===== src/rtl/ibex_ascon_state_seq.sv =====
// ASCON-p state holder and round sequencer for the EX-stage permutation datapath.
// Software accesses the 320-bit state as ten 32-bit words; a start command steps the rounds.
module ibex_ascon_state_seq #(
    parameter int unsigned  MaxRounds  = 12,
    parameter logic [319:0] ResetState = '0
) (
    input  logic         clk_i,
    input  logic         rst_ni,
    input  logic         word_we_i,
    input  logic [3:0]   word_waddr_i,
    input  logic [31:0]  word_wdata_i,
    input  logic [3:0]   word_raddr_i,
    output logic [31:0]  word_rdata_o,
    input  logic         perm_start_i,
    input  logic [3:0]   perm_rounds_i,
    output logic         perm_busy_o,
    output logic         perm_done_o,
    output logic         err_o,
    output logic [319:0] state_o,
    output logic         ascon_en_o,
    output logic [3:0]   round_idx_o,
    input  logic [319:0] state_update_i,
    input  logic         update_done_i
);

    localparam int unsigned NumWords   = 10;
    localparam logic [3:0]  MaxRoundsW = 4'(MaxRounds);

    typedef enum logic [1:0] {
        ST_IDLE,
        ST_RUN,
        ST_DONE
    } fsm_e;

    fsm_e         r_fsm;
    fsm_e         w_fsm_next;
    logic [319:0] r_state;
    logic [3:0]   r_remaining;
    logic [3:0]   r_round_idx;
    logic         r_err;

    logic         w_err;
    logic         w_word_wr;
    logic         w_start;
    logic         w_commit;
    logic         w_rounds_ok;
    logic         w_waddr_ok;
    logic [31:0]  w_word_rdata;

    assign w_rounds_ok = (perm_rounds_i != 4'd0) && (perm_rounds_i <= MaxRoundsW);
    assign w_waddr_ok  = (word_waddr_i < 4'(NumWords));

    // NOTE: every output of this block gets a default first, so no path leaves a latch behind.
    always_comb begin
        w_fsm_next = r_fsm;
        w_err      = 1'b0;
        w_word_wr  = 1'b0;
        w_start    = 1'b0;
        w_commit   = 1'b0;
        case (r_fsm)
            ST_IDLE: begin
                if (word_we_i) begin
                    if (w_waddr_ok) w_word_wr = 1'b1;
                    else            w_err     = 1'b1;
                end
                if (perm_start_i) begin
                    if (w_rounds_ok) begin
                        w_start    = 1'b1;
                        w_fsm_next = ST_RUN;
                    end else begin
                        w_err = 1'b1;
                    end
                end
            end
            ST_RUN: begin
                if (word_we_i || perm_start_i) w_err = 1'b1;
                if (update_done_i) begin
                    w_commit = 1'b1;
                    if (r_remaining == 4'd1) w_fsm_next = ST_DONE;
                end
            end
            ST_DONE: begin
                if (word_we_i || perm_start_i) w_err = 1'b1;
                w_fsm_next = ST_IDLE;
            end
            default: w_fsm_next = ST_IDLE;
        endcase
    end

    // NOTE: sequential state uses non-blocking assignments so every register sees pre-edge values.
    always_ff @(posedge clk_i) begin
        if (!rst_ni) begin
            r_fsm       <= ST_IDLE;
            r_state     <= ResetState;
            r_remaining <= '0;
            r_round_idx <= '0;
            r_err       <= 1'b0;
        end else begin
            r_fsm <= w_fsm_next;
            r_err <= w_err;
            if (w_start) begin
                r_remaining <= perm_rounds_i;
                r_round_idx <= MaxRoundsW - perm_rounds_i;
            end else if (w_commit) begin
                r_remaining <= r_remaining - 4'd1;
                r_round_idx <= r_round_idx + 4'd1;
            end
            if (w_commit) begin
                r_state <= state_update_i;
            end else if (w_word_wr) begin
                for (int i = 0; i < NumWords; i++) begin
                    if (word_waddr_i == 4'(i)) r_state[32*i +: 32] <= word_wdata_i;
                end
            end
        end
    end

    always_comb begin
        w_word_rdata = '0;
        for (int i = 0; i < NumWords; i++) begin
            if (word_raddr_i == 4'(i)) w_word_rdata = r_state[32*i +: 32];
        end
    end

    // Round index is only meaningful while the EX datapath is enabled.
    assign word_rdata_o = w_word_rdata;
    assign state_o      = r_state;
    assign perm_busy_o  = (r_fsm == ST_RUN);
    assign ascon_en_o   = (r_fsm == ST_RUN);
    assign perm_done_o  = (r_fsm == ST_DONE);
    assign round_idx_o  = (r_fsm == ST_RUN) ? r_round_idx : 4'd0;
    assign err_o        = r_err;

endmodule


===== config.mk =====
export PLATFORM = sky130hd
export DESIGN_NAME = ibex_ascon_state_seq
export DESIGN_NICKNAME = d
export VERILOG_FILES = /design/src/rtl/ibex_ascon_state_seq.sv
export SDC_FILE = /design/constraint.sdc
export NUM_CORES = 1
export LEC_CHECK = 0
export CAP_MARGIN = 20
export CORE_AREA = 2 2 285 287
export CTS_BUF_LIST = sky130_fd_sc_hd__clkbuf_2
export CTS_CLUSTER_SIZE = 8
export DETAILED_ROUTE_END_ITERATION = 8
export DIE_AREA = 0 0 287 289
export GPL_TIMING_DRIVEN = 0
export PLACE_DENSITY = 0.56
export SYNTH_ARGS = -nofsm -noshare
export SYNTH_HDL_FRONTEND = slang
export SYNTH_SLANG_ARGS = --single-unit

===== constraint.sdc =====
create_clock -name clk_i -period 3 [get_ports clk_i]
set_input_delay 0.6 -clock clk_i [delete_from_list [all_inputs] [get_ports clk_i]]
set_output_delay 0.6 -clock clk_i [all_outputs]
set_load 0.01 [all_outputs]

==> results.toml <==
[clock_tree]
cts_tree = "done"
cts_max_level = 3
clk_latency_ns = 1.18
cts_sinks = 331
ctsRootBufferMaster = "clkbuf_2"
cts-buffers-inserted = 100
clkSlewWorstSetupHoldPaths_ns = 0.10
ctsLongestPathBuffers = 3

[logic_synthesis]
synth_edf_count = 0
synthFlopType = "dfxtp_1"
synth_seq_cells = 331
ys_seq_area_frac = 0.378
synth_warnings = 0
yosysUniqueCellTypes = 61
syn_area_sq_um = 17500
syn_inst = 1995
syn-num-nets = 2372
async_flop_share = 0
syn_area_per_cell_sq_um = 8.79

[sta]
worst_pin_slew_ns = 1.16
drv_slew = 0
max_freq_ghz = 0.309
timing.hold.ws_ns = 0.158
slew_headroom = 0.226
finalCriticalPeriod_ns = 3.23
rsz0062_at_grt = "yes"
hold_viol_final = 0
worst_slack_ns = -0.232
fin_skew_ns = 0.0768
tns_ns = -1.33
fin_crit_sh = 1.08
finalSetupViolCount = 18

[power_and_ir_drop]
irDropWorstVdd_uv = 208
power_density_nw_per_um2 = 446
p_leak_nw = 12.4

[detailed_routing]
drc = 0
viasPerCell = 5.23
wirelength_um = 141000
routedWlPerCell_um = 32.7
vias = 22500
drtIter0Drc = 2002
dr.pass1.iters = 7
ant_nets = 0

[place]
globalplace.congestion = 0.881
io_buffer_count = 695
place.detailed.hpwl_um = 104000
dp_slack_ns = -1.71

[floorplan]
ioPinCount = 729
start_util = 0.219
die-area_sq_um = 82900
die_height_um = 289
rows = 104
core_area_sq_um = 79900
die_width_um = 287

[final_layout]
most-common-layout-cells = "clkdlybuf4s50_1 (636), mux2i_1 (344), dlygate4sd3_1 (319)"
final_common_cell = "clkdlybuf4s50_1"
final_layout_size_suffix_gt1_frac = 0.183
nets = 3550
final_util = 0.398
syn_to_final_growth_pct = 81.1

[setup_path]
cp_max_fo = 3
cp.required_ns = 2.40
critPathLaunchType = "flop"
arrival_ns = 2.63
crit_type = "reg2out"
end_kind = "primary output"

[worst_hold_path]
min_path_type = "in2reg"

[grt]
grtUsageTotal = 0.325
first_global_vias = 22100
grtUsageMet3 = 0.0733
globalRouteMet2Util = 0.532
grt-ovfl-total = 0
met1_usage = 0.412
grt_max_degree = 14
grt_pass1_wl_um = 185000
antenna_found_initial = 10
busiest_layer = "met2"

[outcome]
status = "complete, but fails checks"
violations = "setup timing"

[job]
drv_cap = 0
-- through the flow --
| stage | cells | area [sq um] | power (mW) |
|---|---|---|---|
| 5_1_grt | 4302 | 31700 | 14.7 |
| 4_1_cts | 4289 | 31400 | 14.1 |
| 6_report | 4310 | 31800 | 14.2 |
| 2_1_floorplan | 1995 | 17500 | 6.90 |
| 3_3_place_gp | 3750 | 25800 | 9.63 |
| 3_5_place_dp | 3758 | 25900 | 9.67 |
-- final timing paths --
kind                             from          endpoint  slack [ns]  cells past startpoint
hold reg to reg          state_o[317]      state_o[317]        0.55                      2
setup reg to reg             r_fsm[1]      state_o[294]        0.10                      9
hold / removal    state_update_i[202]      state_o[202]        0.16                      3
setup / recovery          state_o[91]  word_rdata_o[27]       -0.23                      5
-- per-layer routing --
metal,routed length (um),up-vias
met1,58600,11200
met4,5290,6
met5,42,-
li1,-,9802
met2,65400,1299
met3,11600,267
-- worst max-delay path, stage by stage, from the launching register on --
cell and delay (ns):
dfxtp_1 0.34, mux4_2 0.50, nor2b_4 0.16, a31oi_1 0.16, o22ai_1 0.14, buf_2 0.18
-- where the power goes --
part	internal (mW)	leakage, nW	switching, mW	total (mW)
registers	4.90	2.73	0.555	5.46
clock network	1.55	0.671	2.31	3.86
logic	2.33	8.96	2.52	4.85
-- synth_stat cells (3+ instances only) --
library cell	instances	share of area
buf_4	14	0.0060
nor3b_1	6	0.0026
xnor2_1	4	0.0020
o221ai_1	9	0.0045
nor2_1	73	0.016
o21ai_0	315	0.090
a31oi_1	11	0.0039
nor2b_1	6	0.0021
o22ai_1	27	0.0096
mux2i_1	354	0.20
o21bai_1	7	0.0030
or3b_2	23	0.011
a21oi_1	329	0.094
buf_1	6	0.0013
dfxtp_1	331	0.38
mux2_2	22	0.014
nand2_1	28	0.0060
and3_1	3	0.0011
a32oi_1	5	0.0025
mux4_2	4	0.0051
nand3b_1	6	0.0026
a211oi_1	68	0.029
inv_1	11	0.0024
a21o_1	6	0.0026
buf_2	38	0.011
o2bb2ai_1	42	0.021
nor2_2	3	0.0011
a311oi_1	4	0.0020
a22o_1	5	0.0025
ha_1	8	0.0057
and2_1	6	0.0021
nand2b_1	8	0.0029
xor2_1	3	0.0015
clkbuf_1	164	0.035
buf_6	12	0.0077
-- area by class of cell --
type                            instances  area [sq um]
Antenna cell                           10          25.0
Buffer                                231          1500
Clock buffer                          134           671
Clock inverter                         35           241
Fill cell                            8195         48100
Inverter                               12          48.8
Multi-Input combinational cell       1418         10600
Sequential cell                       331          6750
Tap cell                             1060          1330
Timing Repair Buffer                 1079         10600
-- state kept, by name, indices dropped and copies added (netlist names) --
| register | count |
|---|---|
| state_o | 320 |
| r_remaining | 4 |
| err_o | 1 |
| r_round_idx | 4 |
| r_fsm | 2 |
-- cells by family after synthesis --
logic type | count (synthesis) | share of synthesized area
AOI/OAI and AO/OA | 842 | 0.272
xor gates and xnor gates | 7 | 0.00350
adders and majority gates | 8 | 0.00571
buffers and inverters | 246 | 0.0635
DFF | 331 | 0.378
muxes | 380 | 0.221
and+or+nand+nor | 181 | 0.0564
-- timing repair --
action	4_1_cts	5_1_grt
pin swaps	50	49
hold buffers	319	0
gates resized for setup	521	82
endpoints found under the hold margin	304	0
endpoints found under the setup margin	303	100
cloned	0	1
buffers inserted	46	9
(Power assumes the default switching activity.)
